**src/rtl/spi_regfile_pkg.sv**
```systemverilog
// spi_regfile_pkg: shared frame sizing, R/W encoding and FSM states for the SPI register file
package spi_regfile_pkg;
  localparam logic RW_WRITE = 1'b1;
  localparam logic RW_READ = 1'b0;
  typedef enum logic [1:0] {IDLE, CMD, DATA, DONE} state_t;
  function automatic int frame_bits(input int addr_w, input int data_w);
    return 1 + addr_w + data_w;
  endfunction
endpackage

```
**src/rtl/spi_regfile_peripheral_sync_edge.sv**
```systemverilog
// spi_sync_edge: multi-flop synchroniser with edge detection on the synchronised level
module spi_sync_edge #(
  parameter int STAGES = 2,
  parameter logic RST_VAL = 1'b0
) (
  input logic clk,
  input logic rst,
  input logic d,
  output logic level,
  output logic rise,
  output logic fall
);
  logic [STAGES-1:0] sync;
  logic prev;
  always_ff @(posedge clk or posedge rst) begin
    if (rst) begin
      sync <= {STAGES{RST_VAL}};
      prev <= RST_VAL;
    end else begin
      sync <= {sync[STAGES-2:0], d};
      prev <= sync[STAGES-1];
    end
  end
  assign level = sync[STAGES-1];
  assign rise = level & ~prev;
  assign fall = ~level & prev;
endmodule

```
**src/rtl/spi_regfile_peripheral.sv**
```systemverilog
// spi_regfile_peripheral: SPI mode-0 register file with read-back, write strobe and frame-error pulse
module spi_regfile_peripheral
  import spi_regfile_pkg::*;
#(
  parameter int NUM_REGS = 5,
  parameter int ADDR_W = 7,
  parameter int DATA_W = 8,
  parameter int SYNC_STAGES = 2
) (
  input logic clk,
  input logic rst,
  input logic sclk,
  input logic copi,
  input logic ncs,
  output logic cipo,
  output logic cipo_oe,
  output logic [NUM_REGS*DATA_W-1:0] regs_out,
  output logic wr_strobe,
  output logic [ADDR_W-1:0] wr_addr,
  output logic frame_err
);
  localparam int FB = frame_bits(ADDR_W, DATA_W);
  localparam int CMD_BITS = 1 + ADDR_W;
  localparam int CW = $clog2(FB + 2);
  localparam logic [ADDR_W:0] NR = (ADDR_W + 1)'(NUM_REGS);
  logic sclk_l, sclk_r, sclk_f, copi_l, copi_r, copi_f, ncs_l, ncs_r, ncs_f;
  logic unused_edges;
  state_t state, state_nx;
  logic [CW-1:0] bit_cnt;
  logic [FB-1:0] rx_shift;
  logic [CMD_BITS-1:0] cmd_w;
  logic rw;
  logic [ADDR_W-1:0] addr;
  logic [DATA_W-1:0] tx_shift, rd_val;
  logic start, commit, samp, cmd_last, data_last, tx_adv, len_ok, addr_ok, do_wr, do_err;
  logic pend_wr, pend_err;
  logic [ADDR_W-1:0] pend_addr;
  logic [DATA_W-1:0] pend_data;
  spi_sync_edge #(.STAGES(SYNC_STAGES), .RST_VAL(1'b0)) u_sclk (
    .clk(clk), .rst(rst), .d(sclk), .level(sclk_l), .rise(sclk_r), .fall(sclk_f)
  );
  spi_sync_edge #(.STAGES(SYNC_STAGES), .RST_VAL(1'b0)) u_copi (
    .clk(clk), .rst(rst), .d(copi), .level(copi_l), .rise(copi_r), .fall(copi_f)
  );
  spi_sync_edge #(.STAGES(SYNC_STAGES), .RST_VAL(1'b1)) u_ncs (
    .clk(clk), .rst(rst), .d(ncs), .level(ncs_l), .rise(ncs_r), .fall(ncs_f)
  );
  assign unused_edges = ^{sclk_l, copi_r, copi_f};
  assign cipo_oe = ~ncs_l;
  assign cipo = tx_shift[DATA_W-1];
  assign cmd_w = {rx_shift[ADDR_W-1:0], copi_l};
  // chip-select edges take priority over any sclk edge detected in the same clk
  always_comb begin
    start = (state == IDLE) && ncs_f;
    commit = (state != IDLE) && ncs_r;
    samp = sclk_r && !ncs_r && (state != IDLE);
    cmd_last = samp && (state == CMD) && (bit_cnt == CW'(CMD_BITS - 1));
    data_last = samp && (state == DATA) && (bit_cnt == CW'(FB - 1));
    tx_adv = sclk_f && (state == DATA) && (bit_cnt > CW'(CMD_BITS));
    len_ok = bit_cnt == CW'(FB);
    addr_ok = {1'b0, addr} < NR;
    do_wr = commit && len_ok && (rw == RW_WRITE) && addr_ok;
    do_err = commit && (!len_ok || ((rw == RW_WRITE) && !addr_ok));
    state_nx = (state == IDLE) ? (ncs_f ? CMD : IDLE) :
               ncs_r ? IDLE : cmd_last ? DATA : data_last ? DONE : state;
  end
  always_comb begin
    rd_val = '0;
    for (int k = 0; k < NUM_REGS; k++)
      rd_val = (cmd_w[ADDR_W-1:0] == ADDR_W'(k)) ? regs_out[k*DATA_W +: DATA_W] : rd_val;
  end
  always_ff @(posedge clk or posedge rst) begin
    if (rst) state <= IDLE;
    else state <= state_nx;
  end
  always_ff @(posedge clk or posedge rst) begin
    if (rst) begin
      bit_cnt <= '0;
      rx_shift <= '0;
      rw <= RW_READ;
      addr <= '0;
      tx_shift <= '0;
      pend_wr <= 1'b0;
      pend_err <= 1'b0;
      pend_addr <= '0;
      pend_data <= '0;
    end else begin
      if (start) begin
        bit_cnt <= '0;
        rx_shift <= '0;
      end else if (samp) begin
        bit_cnt <= (bit_cnt == CW'(FB + 1)) ? bit_cnt : bit_cnt + 1'b1;
        rx_shift <= {rx_shift[FB-2:0], copi_l};
      end
      if (cmd_last) begin
        rw <= cmd_w[ADDR_W];
        addr <= cmd_w[ADDR_W-1:0];
      end
      tx_shift <= (start || commit) ? '0 :
                  cmd_last ? ((cmd_w[ADDR_W] == RW_READ) ? rd_val : '0) :
                  tx_adv ? (tx_shift << 1) : tx_shift;
      pend_wr <= do_wr;
      pend_err <= do_err;
      pend_addr <= do_wr ? addr : pend_addr;
      pend_data <= do_wr ? rx_shift[DATA_W-1:0] : pend_data;
    end
  end
  // the register bank only ever changes here, one clk after the commit decision
  always_ff @(posedge clk or posedge rst) begin
    if (rst) begin
      regs_out <= '0;
      wr_strobe <= 1'b0;
      wr_addr <= '0;
      frame_err <= 1'b0;
    end else begin
      wr_strobe <= pend_wr;
      frame_err <= pend_err;
      wr_addr <= pend_wr ? pend_addr : wr_addr;
      for (int k = 0; k < NUM_REGS; k++)
        if (pend_wr && (pend_addr == ADDR_W'(k))) regs_out[k*DATA_W +: DATA_W] <= pend_data;
    end
  end
endmodule

```
**config.mk**
```make
export PLATFORM = sky130hd
export DESIGN_NAME = spi_regfile_peripheral
export DESIGN_NICKNAME = d
export VERILOG_FILES = /design/src/rtl/spi_regfile_pkg.sv /design/src/rtl/spi_regfile_peripheral_sync_edge.sv /design/src/rtl/spi_regfile_peripheral.sv
export SDC_FILE = /design/constraint.sdc
export NUM_CORES = 1
export LEC_CHECK = 0
export CAP_MARGIN = 20
export CORE_MARGIN = 4
export CORE_UTILIZATION = 25
export CTS_BUF_LIST = sky130_fd_sc_hd__clkbuf_2 sky130_fd_sc_hd__clkbuf_4 sky130_fd_sc_hd__clkbuf_8
export CTS_CLUSTER_SIZE = 28
export DETAILED_ROUTE_END_ITERATION = 7
export SYNTH_ARGS = -nofsm -noshare
export SYNTH_HDL_FRONTEND = slang
export SYNTH_SLANG_ARGS = --single-unit
```
**constraint.sdc**
```tcl
create_clock -name clk -period 4.4 [get_ports clk]
set_input_delay 0.66 -clock clk [delete_from_list [all_inputs] [get_ports clk]]
set_output_delay 0.66 -clock clk [all_outputs]
set_load 0.01 [all_outputs]
```
==> results.yml, run 1 <==
finish:
  regArea_sq_um: 2630
  stdcell_area_sq_um: 5520
  syn2layout_area_growth_pct: 21.6
  layout-drive-gt1-share: 0.249
  final_core_util: 0.314
  n_antenna_cell: 0
  finalNetCount: 418
  multiInputGateArea_sq_um: 1800
  nFillCells: 1767
global_route:
  grt-ovfl-total: 0
  grt_pass1_vias: 3160
  grt_use_total: 0.105
  grt_pass1_wl_microns: 17000
  grt_max_degree: 69
  antenna_found_initial: 0
floorplan:
  rows: 48
  fp.dieW_microns: 143
  core_sq_um: 17500
  die_h_microns: 143
  dieArea_sq_um: 20400
  ios: 56
  start_util: 0.259
clock_network:
  cts_max_level: 3
  cts_buffers: 9
  path_clk_slew_ps: 100
  cts_tree: "yes"
  ctsResizeCount: 0
  clock_sinks: 105
  cts-hold-fix-buffers: 0
  worstSkewPairLatency_ps: 370
  cts_setup_buffers: 0
  clk_path_buf_depth: 2
  clock-root-buffer: "clkbuf_8"
logic_synthesis:
  synth_most_common_cell: "dfrtp_1"
  synth_area_sq_um: 4540
  synth_common_cells: "102 x dfrtp_1, 58 x mux2_2, 28 x nor2_1"
  synthAdderAreaFrac: 0.0110
  netlist.area_leader.share: 0.563
  synth-seq-cells: 105
  synth_area_per_cell_sq_um: 12.8
  synth_compound_area_frac: 0.0767
  ys_warn_count: 0
  synth_top_family_by_area: "multiplexers"
  synth.area.top_cells: "dfrtp_1 56%, mux2_2 14%, mux2_4 2.6%"
  yosys.area_share.simple: 0.115
  syn-instance-count: 355
  synth_nets: 364
  synth-xor-area-share: 0.00579
  synth.distinct_cells: 42
  synth_top_area_cell: "dfrtp_1"
  muxShareOfSynthArea: 0.188
  seq_area_frac_synth: 0.580
  async_reset_ff_frac: 1.00
  synth-edff-count: 0
  ys.flop_type: "dfrtp_1"
timing:
  fin_worst_skew_ps: 9.00
  tightest_slew_ps: 914
  final.setup.tns_ps: 0
  rsz0062_at_grt: "no"
  final.period_utilization: 0.618
  period_needed_ps: 2720
  setup_viol: 0
  slew_headroom: 0.385
  hold_viol: 0
  fmax_ghz: 0.368
  slew_violations: 0
hold_path:
  min_from: "pend_err$_DFF_PP0_"
  min_path_type: "flop to flop"
pwr:
  vdd_drop_max_v: 0.000123
  power_density_nw_per_um2: 316
  p_leak_nw: 2.52
placement:
  routabilityCongestion: 0.796
  hpwl_microns: 7460
  place_area_sq_um: 5320
  port_buffers: 55
detailed_routing:
  met3_length_microns: 576
  drt-wirelength-per-cell_microns: 16.1
  drc: 0
  antenna_left: 0
  wl_met2_microns: 5000
  m1WireLength_microns: 4580
  top_layer_used: "met4"
  drtIter0Drc: 128
  viasPerCell: 4.61
  vias: 2946
  finalWirelength_microns: 10300
  firstDrtPassIters: 4
critical_path:
  crit_chain: "nor2b_1 > nor3_2 > nand2_1 > or3_1 > a21boi_0"
  crit_required_ps: 4700
  worstSetupStartpoint: "u_ncs.prev$_DFF_PP1_"
  worst-path-buf-inv: 0
  cp-start-kind: "flop"
  arrival_ps: 3020
  critical_path_class: "flop to flop"
  critPathTopFamily: "simple AND/OR/NAND/NOR gates"
  crit_slowest_cell: "nor3_2"
  cp-end-kind: "flop"
  cpPeakStageDelay_ps: 670
  reg2reg_slack_ps: 1680
  r2r_start: "u_ncs.prev$_DFF_PP1_"
  crit_fanout: 19
run:
  cap_viol_max_count: 0
outcome:
  outcome: "completed"
## worst paths after layout
kind                                       endpoint  depth (start not counted)
hold reg to reg                 frame_err$_DFF_PP0_                          0
max in group asynchronous       wr_strobe$_DFF_PP0_                          3
setup / recovery            tx_shift[0]$_DFFE_PP0P_                          5
min in group asynchronous  pend_data[7]$_DFFE_PP0P_                          2
hold / removal                  frame_err$_DFF_PP0_                          0
setup reg to reg            tx_shift[0]$_DFFE_PP0P_                          5
## cells by family after synthesis
family	count (synthesis)
xor+xnor	3
compound gates	48
mux	74
fa+ha+maj	4
buf+inv	22
simple gates	99
flops	105
## layout make-up
class	instances	area share
Clock buffer	13	0.0324
Clock inverter	3	0.00386
Inverter	7	0.00522
Multi-Input combinational cell	228	0.326
Sequential cell	105	0.477
Tap cell	225	0.0510
Timing Repair Buffer	58	0.104
## through the flow
stage	hold WS, ps	cells	total power (W)	setup WS (ps)
floorplan	331	355	0.00113	984
global placement	340	623	0.00117	1820
detailed placement	337	623	0.00117	1690
CTS	353	639	0.00177	1680
global route	363	639	0.00182	1460
finish	350	639	0.00174	1680
## layer usage
metal	global-route usage	vias to the layer above
li1	-	1371
met1	0.134	1488
met2	0.170	71
met3	0.0362	16
met4	0.0295	0
met5	0	-
## sequential cells by signal, summed over array words and instances (netlist names), 2 cells and up
register / flops
u_copi.sync: 2
tx_shift: 8
pend_data: 8
pend_addr: 7
rx_shift: 8
regs_out: 40
addr: 7
u_sclk.sync: 2
wr_addr: 7
bit_cnt: 5
state: 2
u_ncs.sync: 2
## power breakdown
part	total, W	switching, W	internal, W
clock	0.000591	0.000322	0.000269
combinational	0.000127	0.0000754	0.0000517
sequential	0.00102	0.0000370	0.000986
## worst reg2reg max path, cell delays in order (launching register included)
cell and delay, ps:
dfstp_2 560, nor2b_1 90, nor3_2 670, nand2_1 650
or3_1 530, a21boi_0 150
## cells in the final DEF (no fill, tap or decap), drive strengths merged, types with 7 or more instances in the layout
cell type      count
dfrtp            102
mux2              66
clkdlybuf4s50     55
nor2              28
nand2             23
nor3              15
o21a              14
clkbuf            13
a21oi             10
mux2i              8
a211oi             8
inv                8
nor2b              7
o221a              7
Note: power is estimated with default switching activity, not from simulation.
==> run 2: changes to the inputs <==
Clock period 4.4 ns to 2.5 ns, I/O delays scaled along.
==> run 2 against run 1 <==
Compared with the run above: setup slack got worse by 1200 ps; count of clock-buffer cells in the layout fell by 3; worst hold slack improved by 7.8 ps; fmax rose by 32%; sequential power rose by 75%; register-to-register slack got worse by 1200 ps.
==> results.yml, run 2 (same netlist as run 1, synthesis figures left out) <==
outcome:
  outcome: "completed"
detailed_routing:
  finalWirelength_microns: 10200
  antenna_left: 0
  viasPerCell: 4.67
  drc: 0
  vias: 3013
  firstDrtPassIters: 4
  drt-wirelength-per-cell_microns: 15.9
  drtIter0Drc: 188
timing:
  tightest_slew_ps: 644
  setup_ws_ps: 435
  final.period_utilization: 0.826
  setup_viol: 0
  slew_violations: 0
  fin_worst_skew_ps: 11.4
  period_needed_ps: 2060
  hold_viol: 0
  fmax_ghz: 0.484
  final.setup.tns_ps: 0
  rsz0062_at_grt: "no"
  slew_headroom: 0.568
finish:
  layout_common_cells: "102 x dfrtp_1, 58 x mux2_2, 55 x clkdlybuf4s50_1"
  top_register: "regs_out"
  layout-drive-gt1-share: 0.260
  finalNetCount: 424
  nFillCells: 1750
  final_common_cell: "dfrtp_1"
  stdcell_area_sq_um: 5600
  syn2layout_area_growth_pct: 23.5
  regArea_sq_um: 2630
  largest_register_ffs: 40
  multiInputGateArea_sq_um: 1800
  n_antenna_cell: 0
run:
  cap_viol_max_count: 0
critical_path:
  cp-end-kind: "flop"
  crit_fanout: 8
  critical_path_class: "flop to flop"
  r2r_start: "pend_addr[4]$_DFFE_PP0P_"
  crit_required_ps: 2770
  worstSetupStartpoint: "pend_addr[4]$_DFFE_PP0P_"
  cp-start-kind: "flop"
  arrival_ps: 2330
clock_network:
  cts_tree: "yes"
  ctsResizeCount: 0
  clk_path_buf_depth: 2
  cts_max_level: 3
  clock_sinks: 105
  cts-hold-fix-buffers: 0
  cts_buffers: 9
  cts_setup_buffers: 0
  worstSkewPairLatency_ps: 370
  clock-root-buffer: "clkbuf_8"
  path_clk_slew_ps: 110
pwr:
  power_density_nw_per_um2: 573
  vdd_drop_max_v: 0.000250
  p_leak_nw: 2.56
global_route:
  grt-ovfl-total: 0
  antenna_found_initial: 0
  grt_pass1_vias: 3077
  grt_max_degree: 106
  grt_use_total: 0.104
  grt_pass1_wl_microns: 17000
floorplan:
  die_h_microns: 143
  fp.dieW_microns: 143
  start_util: 0.259
  rows: 48
  core_sq_um: 17500
  ios: 56
  dieArea_sq_um: 20400
hold_path:
  min_path_type: "flop to flop"
  min_from: "pend_err$_DFF_PP0_"
placement:
  routabilityCongestion: 0.806
  port_buffers: 55
  post-place-ws_ps: 422
  place_area_sq_um: 5370
  hpwl_microns: 7440
-- run 2: final cells by class --
type / instances / area share
multi-input combinational: 228 / 0.321
clock buffer: 10 / 0.0246
timing repair buffer: 64 / 0.113
sequential: 105 / 0.470
tap: 225 / 0.0503
inverter: 7 / 0.00536
clock inverter: 6 / 0.0161
-- run 2: path summary, 6_finish.rpt --
kind	slack, ps	endpoint	depth (start not counted)
setup reg to reg	440	regs_out[6]$_DFFE_PP0P_	3
min in group asynchronous	510	tx_shift[7]$_DFFE_PP0P_	3
max in group asynchronous	1570	u_copi.sync[0]$_DFF_PP0_	3
setup / recovery	440	regs_out[6]$_DFFE_PP0P_	3
hold / removal	360	frame_err$_DFF_PP0_	0
hold reg to reg	360	frame_err$_DFF_PP0_	0
-- run 2: worst max-delay path, stage by stage, from the launching register on --
cell	delay [ps]
dfrtp_1	400
or3_1	410
or4_1	760
mux2_4	400
-- run 2: routing by layer --
layer  vias to the layer above  part of all wire  GRT usage
li1                       1385                 -          -
met1                      1540              0.46      0.145
met2                        74              0.47      0.159
met3                        14             0.055     0.0291
met4                         0             0.016     0.0295
met5                         -                 0          0
-- run 2: metrics by stage --
step / utilization / total power (W) / hold slack, ps / instances
finish: 0.319 / 0.00321 / 358 / 645
global placement: 0.306 / 0.00206 / 337 / 629
global route: 0.319 / 0.00337 / 367 / 645
CTS: 0.319 / 0.00326 / 363 / 645
detailed placement: 0.306 / 0.00207 / 340 / 629
floorplan: - / 0.00199 / 331 / 355
-- run 2: where the power goes --
group          internal (W)  leakage, nW  switching, W
Combinational      0.000101         1.01      0.000144
Sequential          0.00174         1.44     0.0000516
Clock              0.000595        0.113      0.000584
==> run 3: changes to the inputs <==
Clock period 2.5 ns to 1.83 ns, I/O delays scaled along.
==> run 3 against run 2 <==
Compared with the run above: the flow now finishes with violations (setup timing); register-to-register slack worse by 450 ps; total power up 40%; sequential power up 36%; utilization up 2.8 points; first-iteration DRC count down 16%.
==> results.yml, run 3 (same netlist as run 1, synthesis figures left out) <==
outcome:
  outcome: "complete, but fails checks"
  violations: "setup timing"
clock_network:
  cts-hold-fix-buffers: 0
  cts_max_level: 3
  clock_sinks: 105
  path_clk_slew_ps: 90
  clock-root-buffer: "clkbuf_8"
  worstSkewPairLatency_ps: 370
  clk_path_buf_depth: 2
  cts_tree: "yes"
  cts_buffers: 9
finish:
  final_core_util: 0.347
  finalNetCount: 461
  top_register: "regs_out"
  layout_common_cells: "101 x dfrtp_1, 54 x mux2_2, 54 x clkdlybuf4s50_1"
  final_common_cell: "dfrtp_1"
  nFillCells: 1742
  layout-drive-gt1-share: 0.370
  layoutNonFillerInstCount: 682
  largest_register_ffs: 40
  n_antenna_cell: 0
  syn2layout_area_growth_pct: 34.3
timing:
  hold_viol: 0
  final.setup.tns_ps: -38.7
  tightest_slew_ps: 346
  final.period_utilization: 1.01
  slew_violations: 0
  setup_ws_ps: -18.9
  fmax_ghz: 0.541
  slew_headroom: 0.769
  period_needed_ps: 1850
  rsz0062_at_grt: "yes"
  fin_worst_skew_ps: 15.5
  setup_viol: 5
floorplan:
  die_h_microns: 143
  start_util: 0.259
  core_sq_um: 17500
  ios: 56
  rows: 48
  fp.dieW_microns: 143
  dieArea_sq_um: 20400
critical_path:
  cp-end-kind: "flop"
  crit_chain: "or3_4 > or4_4 > buf_8 > mux2_4"
  reg2reg_to: "regs_out[5]$_DFFE_PP0P_"
  reg2reg_slack_ps: -20
  critical_path_class: "flop to flop"
  crit_required_ps: 2080
  crit_slowest_cell: "or4_4"
  cpPeakStageDelay_ps: 490
  reg2regPathDepth: 4
  cp-start-kind: "flop"
  arrival_ps: 2100
  crit_fanout: 8
  r2r_start: "pend_addr[5]$_DFFE_PP0P_"
detailed_routing:
  antenna_left: 0
  drt-wirelength-per-cell_microns: 15.5
  finalWirelength_microns: 10600
  drtIter0Drc: 158
  firstDrtPassIters: 4
  viasPerCell: 4.55
  vias: 3106
  drc: 0
placement:
  placedCellCount: 660
  routabilityCongestion: 0.850
  port_buffers: 55
  hpwl_microns: 7840
run:
  cap_viol_max_count: 0
pwr:
  vdd_drop_max_v: 0.000396
  p_leak_nw: 2.86
  power_density_nw_per_um2: 736
global_route:
  grt_pass1_wl_microns: 17400
  grt-ovfl-total: 0
  antenna_found_initial: 0
  grt_pass1_vias: 3237
  grt_max_degree: 65
  grt_use_total: 0.107
hold_path:
  min_path_type: "input pin to asynchronous set/reset pin"
## run 3: worst max-delay path by stage
stage	slack, ps	end	startpoint	depth (start not counted)
after floorplan	10	pend_data[0]$_DFFE_PP0P_	bit_cnt[0]$_DFFE_PP0P_	7
after global placement	-8	regs_out[2]$_DFFE_PP0P_	pend_addr[4]$_DFFE_PP0P_	4
after detailed placement	-40	tx_shift[4]$_DFFE_PP0P_	rx_shift[0]$_DFFE_PP0P_	6
after CTS	-40	regs_out[22]$_DFFE_PP0P_	pend_addr[4]$_DFFE_PP0P_	6
after global routing	-50	pend_data[4]$_DFFE_PP0P_	bit_cnt[0]$_DFFE_PP0P_	7
final	-20	regs_out[5]$_DFFE_PP0P_	pend_addr[5]$_DFFE_PP0P_	4
## run 3: critical path, delay by kind of cell, from the launching register on
| kind | cells | cell delay [ps] |
|---|---|---|
| buf+inv | 1 | 170 |
| flops | 1 | 390 |
| mux | 1 | 300 |
| simple gates | 2 | 880 |
## run 3: metal layers
| metal | wire length, microns | global-route usage |
|---|---|---|
| met5 | 0 | 0 |
| met2 | 5150 | 0.170 |
| met3 | 450 | 0.0308 |
| met4 | 96 | 0.0260 |
| met1 | 4880 | 0.145 |
## run 3: layout make-up
type / count / area [sq um] / share of cell area
flip-flops and latches: 105 / 2630 / 0.432
multi-input cells: 228 / 1950 / 0.320
repair buffers: 101 / 976 / 0.160
well taps: 225 / 282 / 0.0462
clock buffers: 10 / 131 / 0.0216
clock inverters: 6 / 90.1 / 0.0148
inverters: 7 / 30.0 / 0.00493
## run 3: what timing repair did
item / CTS / global route
gates resized for setup: 8 / 32
buffers inserted: 2 / 4
pin swaps: 0 / 3
endpoints found under the setup margin: 49 / 59
## run 3: per-stage QoR
step / area (sq um) / total power (W) / worst slack [ps] / hold slack (ps)
6_report: 6090 / 0.00449 / -18.9 / 153
5_1_grt: 6090 / 0.00469 / -51.7 / 135
4_1_cts: 5910 / 0.00451 / -37.7 / 140
3_5_place_dp: 5650 / 0.00289 / -40.4 / 340
3_3_place_gp: 5650 / 0.00287 / -7.80 / 337
2_1_floorplan: 4550 / 0.00271 / 12.8 / 279
## run 3: power by group
part	leakage (nW)	total [W]	switching [W]	internal (W)
Sequential	1.44	0.00244	0.0000678	0.00237
Clock	0.110	0.00158	0.000793	0.000791
Combinational	1.31	0.000461	0.000240	0.000222
Total	2.86	0.00449	0.00110	0.00339
